File: src/rtl/triple_mult_engine.sv
// triple_mult_engine: signed 8x8x8 multiply via sequential shift-add, operands loaded from and product stored to a byte-wide data memory
module triple_mult_engine #(
  parameter int IN_BASE  = 0,
  parameter int OUT_BASE = 4
) (
  input  logic       clk,
  input  logic       reset,
  input  logic       start,
  output logic       done,
  output logic [7:0] mem_addr,
  output logic       mem_wr_en,
  output logic [7:0] mem_wr_data,
  input  logic [7:0] mem_rd_data
);
  typedef enum logic [3:0] {IDLE, LD_A, LD_B, LD_C, MUL1, MUL2, SIGN, ST_HI, ST_MID, ST_LO, DONE} state_t;
  state_t state_q, state_d;
  logic start_q;
  logic [7:0] mag_a_q, mag_a_d, mag_b_q, mag_b_d, mag_c_q, mag_c_d, mplier_q, mplier_d;
  logic sign_q, sign_d;
  logic [23:0] mcand_q, mcand_d, acc_q, acc_d;
  logic [2:0] cnt_q, cnt_d;
  logic fall;
  logic [7:0] rd_mag;
  logic [23:0] acc_add;
  assign fall = ~start & start_q;
  assign rd_mag = mem_rd_data[7] ? ~mem_rd_data + 8'd1 : mem_rd_data;
  assign acc_add = acc_q + (mplier_q[0] ? mcand_q : 24'd0);
  always_ff @(posedge clk) begin
    start_q <= start;
    if (reset) begin
      state_q  <= IDLE;
      mag_a_q  <= '0;
      mag_b_q  <= '0;
      mag_c_q  <= '0;
      mplier_q <= '0;
      sign_q   <= 1'b0;
      mcand_q  <= '0;
      acc_q    <= '0;
      cnt_q    <= '0;
    end else begin
      state_q  <= state_d;
      mag_a_q  <= mag_a_d;
      mag_b_q  <= mag_b_d;
      mag_c_q  <= mag_c_d;
      mplier_q <= mplier_d;
      sign_q   <= sign_d;
      mcand_q  <= mcand_d;
      acc_q    <= acc_d;
      cnt_q    <= cnt_d;
    end
  end
  always_comb begin
    state_d     = state_q;
    mag_a_d     = mag_a_q;
    mag_b_d     = mag_b_q;
    mag_c_d     = mag_c_q;
    mplier_d    = mplier_q;
    sign_d      = sign_q;
    mcand_d     = mcand_q;
    acc_d       = acc_q;
    cnt_d       = cnt_q;
    done        = 1'b0;
    mem_addr    = 8'd0;
    mem_wr_en   = 1'b0;
    mem_wr_data = 8'd0;
    case (state_q)
      IDLE, DONE: begin
        done = state_q == DONE;
        if (fall) state_d = LD_A;
      end
      LD_A: begin
        mem_addr = 8'(IN_BASE);
        mag_a_d  = rd_mag;
        sign_d   = mem_rd_data[7];
        state_d  = LD_B;
      end
      LD_B: begin
        mem_addr = 8'(IN_BASE + 1);
        mag_b_d  = rd_mag;
        sign_d   = sign_q ^ mem_rd_data[7];
        state_d  = LD_C;
      end
      LD_C: begin
        mem_addr = 8'(IN_BASE + 2);
        mag_c_d  = rd_mag;
        sign_d   = sign_q ^ mem_rd_data[7];
        mcand_d  = {16'd0, mag_a_q};
        mplier_d = mag_b_q;
        acc_d    = '0;
        cnt_d    = '0;
        state_d  = MUL1;
      end
      MUL1, MUL2: begin
        acc_d    = acc_add;
        mcand_d  = mcand_q << 1;
        mplier_d = mplier_q >> 1;
        cnt_d    = cnt_q + 3'd1;
        if (cnt_q == 3'd7) begin
          state_d = state_q == MUL1 ? MUL2 : SIGN;
          // The finished P1 becomes the multiplicand of the second pass
          if (state_q == MUL1) begin
            mcand_d  = acc_add;
            mplier_d = mag_c_q;
            acc_d    = '0;
          end
        end
      end
      SIGN: begin
        acc_d   = sign_q ? ~acc_q + 24'd1 : acc_q;
        state_d = ST_HI;
      end
      ST_HI: begin
        mem_wr_en   = 1'b1;
        mem_addr    = 8'(OUT_BASE);
        mem_wr_data = acc_q[23:16];
        state_d     = ST_MID;
      end
      ST_MID: begin
        mem_wr_en   = 1'b1;
        mem_addr    = 8'(OUT_BASE + 1);
        mem_wr_data = acc_q[15:8];
        state_d     = ST_LO;
      end
      ST_LO: begin
        mem_wr_en   = 1'b1;
        mem_addr    = 8'(OUT_BASE + 2);
        mem_wr_data = acc_q[7:0];
        state_d     = DONE;
      end
      default: state_d = IDLE;
    endcase
  end
endmodule

File: config.mk
export PLATFORM = sky130hd
export DESIGN_NAME = triple_mult_engine
export DESIGN_NICKNAME = d
export VERILOG_FILES = /design/src/rtl/triple_mult_engine.sv
export SDC_FILE = /design/constraint.sdc
export NUM_CORES = 1
export LEC_CHECK = 0
export CORE_MARGIN = 2
export CORE_UTILIZATION = 40
export CTS_BUF_LIST = sky130_fd_sc_hd__clkbuf_4 sky130_fd_sc_hd__clkbuf_8 sky130_fd_sc_hd__clkbuf_16
export DETAILED_ROUTE_END_ITERATION = 8
export PLACE_DENSITY_LB_ADDON = 0.25
export SLEW_MARGIN = 40
export SYNTH_ARGS = -nofsm -noshare
export SYNTH_HDL_FRONTEND = slang
export SYNTH_SLANG_ARGS = --single-unit
export TNS_END_PERCENT = 10
File: constraint.sdc
create_clock -name clk -period 2.4 [get_ports clk]
set_input_delay 0.6 -clock clk [delete_from_list [all_inputs] [get_ports clk]]
set_output_delay 0.6 -clock clk [all_outputs]
set_load 0.05 [all_outputs]
* Yosys cells after proc, flatten, opt, wreduce, memory -nomap -nowiden
Index checks and enable logic that the tools add are counted.
W data, S select, Z words.
** Word-level totals
- Bits in registers :: 89
- Logic and storage cells :: 65
- Input bits :: 11
** Cells by class
- Bitwise operators :: 5
- Add/subtract/negate cells :: 4
- Reduce and logical (&&, ||, !) cells :: 10
- Equal/unequal tests :: 14
- Muxes and demuxes :: 22
** Operator list (number)
- $mux W24 :: 6
- $pmux W24 S3 :: 1
- $pmux W24 S2 :: 1
- $pmux W4 S9 :: 1
- $add A24 B1 Y24 const B :: 1
- $add A24 B24 Y24 :: 1
- $mux W8 :: 3
- $not A24 Y24 :: 1
- $pmux W8 S3 :: 1
- $eq A4 B3 Y1 const B :: 4
- $pmux W8 S2 :: 1
- $pmux W3 S5 :: 1
- $eq A4 B4 Y1 const B :: 3
- $add A8 B1 Y8 const B :: 1
- $eq A4 B2 Y1 const B :: 2
- $mux W4 :: 2
- $not A8 Y8 :: 1
- $ne A2 B2 Y1 const B :: 3
- $pmux W3 S2 :: 1
- $reduce_or A2 Y1 :: 3
- $eq A4 B1 Y1 const B :: 1
- $logic_not A4 Y1 :: 1
- $reduce_and A2 Y1 :: 2
- $reduce_bool A2 Y1 :: 2
- other kinds (10) :: 11

* Depth between registers and ports, before layout
- Depth after elaboration :: 5
- Gate-level depth with buffers :: 11
- Mapped depth without buffers :: 11

* Least setup slack after synthesis
Ideal clock, no wire load.
- Kind :: register to register
- From :: register mplier_q[0]
- To :: register acc_q[16]
- Buffers on the path :: 1
- Data required time :: 2341 ps
- Path slack :: -144 ps
- Clock period less this slack :: 2544 ps
- Arrival :: 2485 ps
- Stages on the path, launching flop included :: 11
- Cell sequence :: dfxtp_1 -> clkbuf_1 -> and2_1 -> ha_1 -> nor2b_1 -> o211ai_1 -> a31oi_1 -> a41oi_1 -> o21bai_1 -> or4_1 -> nand2_1
** Between the ends
- Cells in the longest elaborated chain, start to end :: 5
** RTL lines
- from (decl) :: RTL line 18 : logic [7:0] mag_a_q, mag_a_d, mag_b_q, mag_b_d, mag_c_q, mag_c_d, mplier_q, mplier_d;
- from (signal assigned) :: RTL line 45 : mplier_q <= mplier_d;
- $mux W24 (*) :: RTL line 27 : assign acc_add = acc_q + (mplier_q[0] ? mcand_q : 24'd0);
- $add A24 B24 Y24 (*) :: RTL line 27
- $mux W24 :: RTL line 101 : if (state_q == MUL1) begin
- $mux W24 (*) :: RTL line 98 : if (cnt_q == 3'd7) begin
- $pmux W24 S3 (*) :: RTL line 66 : case (state_q)
- to (signal assigned) :: RTL line 38 : acc_q <= '0;
- to (signal assigned) :: RTL line 48 : acc_q <= acc_d;
- to (decl) :: RTL line 20 : logic [23:0] mcand_q, mcand_d, acc_q, acc_d;
Every way passes the cells marked *; elsewhere a longest branch is shown, timed or not.
A chain may end at the register's enable or synchronous reset.

* Worst setup path after layout
- From :: register mplier_q[0]
- To :: register acc_q[21]
Same word-level chain as after synthesis.

==> impl_metrics.yaml <==
status:
  outcome: "finished, violations left"
  violations: "negative setup slack"
power_and_ir_drop:
  ir_drop_v: 0.0004920
  combinationalPowerShare: 0.317
  clkPwrFrac: 0.315
  p_seq_frac: 0.368
  p_leak_nw: 3.395
  p_int_w: 0.002976
  p_total_w: 0.004572
  p_switching_w: 0.001596
  cellPowerDensity_nw_per_um2: 540.4
  netSwitchingFraction: 0.3491
setup_path:
  rr_startpoint: "mplier_q[0]"
  cp-start-kind: "flop"
  cp.required_ns: 2.66
  crit_arrival_ns: 2.79
  crit_path_end_kind: "flop"
  path_cells: "buf_6 > and2_1 > ha_1 > a21o_1 > a221oi_4 > buf_6 > a211oi_1 > buf_4 > o21a_1 > buf_4 > o41ai_2"
  crit_type: "flop to flop"
  r2r_slack_ns: -0.13
  reg2reg_to: "acc_q[21]"
  worstPathMaxFanout: 13
  crit_path_top_delay_cell: "dfxtp_4"
  max_stage_delay_ns: 0.35
  worstSetupStartpoint: "mplier_q[0]"
  crit_path_end: "acc_q[21]"
  reg2regPathDepth: 11
floorplanning:
  initial_core_util: 0.4112
  die-area_um2: 15990
  core_um2: 14590
  die_x_um: 126.5
  chipHeight_um: 126.5
  io_pins: 29
  rows: 44
placed_design:
  place_inst: 1099
  dp_hpwl_mm: 16.12
  place.gp.congestion: 0.9705
  io_buffers: 23
grt:
  top_usage_layer: "met2"
  use_met3: 0.06031
  grt_max_degree: 29
  antenna_found_initial: 0
  track_usage: 0.2679
  grt_pass1_vias: 6562
  grt.met2_usage: 0.4388
  grt_pass1_wl_mm: 34.21
  gr-total-overflow: 0
  use_met1: 0.3493
clocking:
  cts_hold_buf: 0
  h-tree-depth: 3
  cts_num_sinks: 89
  cts_tree: "done"
  cts_root_buffer: "clkbuf_16"
  cts_buffers: 9
  clock_latency_ns: 0.36
  path_clk_slew_ns: 0.07
  clk_path_buf_depth: 2
cells_and_area:
  layout-drive-gt1-share: 0.2982
  syn2layout_area_growth_pct: 41.02
  insertedDiodeCount: 0
  finish.net_count: 973
  instances_no_fill: 1123
  utilization: 0.5799
timing:
  relSlewSlack: 0.5651
  max_freq_mhz: 395.2
  setup_tns_ns: -1.276
  holdWs_ns: 0.4626
  clock_skew_ns: 0.005380
  min_period_ns: 2.530
  hold_viol: 0
  rsz0062_at_grt: "true"
  setup_ws_ns: -0.1302
  finalCritPeriodShare: 1.054
  setup_viol: 19
  max_slew.worst_pin.slew_ns: 0.6474
  final-max-slew-violation-count: 0
synth:
  synth_warnings: 0
  synth.cell_area_um2: 6000
  ys_ff_latch: 89
  synth_edf_count: 0
  synthCells: 800
  synthDistinctLibCells: 67
  async_reset_ff_frac: 0
  seq_area_frac_synth: 0.2970
  syn_area_per_cell_um2: 7.499
  synth-main-ff-cell: "dfxtp_1"
drt:
  drc: 0
  vias: 6694
  routedWlPerCell_um: 19.27
  dr.pass1.iters: 7
  wirelength_mm: 21.64
  drtIter0Drc: 696
  via_per_inst: 5.961
  ant_nets: 0
flow_run:
  drv_cap: 0
hold_path:
  hold_path.class: "flop to flop"
power by group through the flow:
stage                     combinational (W)  sequential, W  clock, W
after floorplan                    0.000826        0.00170         0
after global placement              0.00133        0.00170         0
after detailed placement            0.00135        0.00170         0
after CTS                           0.00140        0.00168   0.00146
after global routing                0.00158        0.00170   0.00152
final                               0.00145        0.00168   0.00144
cell usage in the layout (no fill, tap or decap), types with 9 or more instances in the layout:
cell and instances:
buf_4 141, nor2_1 112, dfxtp_1 87, nand2_1 74
a21oi_1 35, o21ai_0 33, inv_1 23, nor3_1 22
a211oi_1 22, xnor2_1 18, and2_1 18, nand3_1 14
ha_1 14, buf_12 13, buf_6 12, a21oi_2 11
xor2_1 11, o22ai_1 11, ha_4 10, o21ai_1 9
a221oi_1 9, nor4_1 9, a2111oi_0 9, clkbuf_16 9
clkdlybuf4s50_1 9
cell usage after synthesis, drive strengths merged, types with 3 or more instances:
cell	n	area share
nor2	115	0.072
dfxtp	89	0.30
nand2	81	0.051
clkbuf	48	0.030
a21oi	47	0.039
o21ai	45	0.038
ha	27	0.056
inv	26	0.016
nor3	26	0.024
and2	24	0.025
a211oi	22	0.028
xnor2	20	0.029
a221oi	17	0.025
xor2	16	0.023
nand3	15	0.013
o22ai	11	0.011
a31oi	10	0.010
nor4	10	0.010
o221ai	10	0.015
a2111oi	9	0.013
a21o	9	0.011
buf	9	0.0094
a222oi	8	0.013
nand2b	8	0.0083
nand4	8	0.0083
or3	8	0.0083
and3	7	0.0073
mux2i	7	0.012
a22oi	6	0.0075
nor2b	6	0.0063
o21a	4	0.0050
o31ai	4	0.0050
o2111ai	3	0.0044
o21bai	3	0.0038
o32ai	3	0.0044
state kept, by name, indices dropped and copies added (netlist names):
signal and flops:
sign_q 1, acc_q 24, mag_a_q 8, mag_c_q 8, mcand_q 24, start_q 1
mplier_q 8, state_q 4, cnt_q 3, mag_b_q 8
kinds of logic after synthesis:
kind of cell | Yosys count | share of synthesized area
and+or+nand+nor | 323 | 0.2574
buffers and inverters | 83 | 0.05568
adders and majority gates | 28 | 0.05964
DFF | 89 | 0.2970
AOI/OAI and AO/OA | 233 | 0.2655
other | 1 | 0.0006251
xor gates and xnor gates | 36 | 0.05255
muxes | 7 | 0.01168
critical path, delay by kind of cell (launching register included):
family | cells | cell delay, ns
flip-flops | 1 | 0.35
buffers and inverters | 4 | 0.61
AND/OR/NAND/NOR | 1 | 0.16
AO/OA/AOI/OAI | 5 | 1.01
adder cells (fa/ha/maj) | 1 | 0.28
layer usage:
| layer | vias to the layer above | routed length (µm) |
|---|---|---|
| met3 | 43 | 1678 |
| met2 | 252 | 10210 |
| met4 | 0 | 519 |
| met5 | - | 0 |
| met1 | 3213 | 9234 |
| li1 | 3186 | - |
cell type report:
type / count / area, µm²
sequential: 89 / 1787
multi-input combinational: 632 / 4499
fill: 1283 / 6128
clock inverter: 6 / 56.30
timing repair buffer: 176 / 1549
inverter: 26 / 100.1
clock buffer: 10 / 239.0
tap: 184 / 230.2
per-stage QoR:
step	setup WS, ns	area (µm²)
2_1_floorplan	-0.1030	6028
4_1_cts	-0.1058	8215
5_1_grt	-0.2305	8461
3_3_place_gp	-0.2732	7475
6_report	-0.1302	8461
3_5_place_dp	-0.3682	7480
timing repair:
action,4_1_cts,5_1_grt
resized for setup,80,49
pin swaps,38,24
setup buffers,7,3
endpoints found under the setup margin,41,47
how the worst min path moves through the flow:
| stage | end | start | cells past startpoint |
|---|---|---|---|
| 6_report | mag_c_q[0] | mag_c_q[0] | 2 |
| 5_1_grt | mag_c_q[0] | mag_c_q[0] | 2 |
| 4_1_cts | mcand_q[9] | mcand_q[9] | 2 |
| 3_5_place_dp | mcand_q[9] | mcand_q[9] | 2 |
| 3_3_place_gp | mcand_q[11] | mcand_q[11] | 2 |
| 2_1_floorplan | mcand_q[11] | mcand_q[11] | 2 |
No activity file was read; power rests on OpenSTA's default activity.
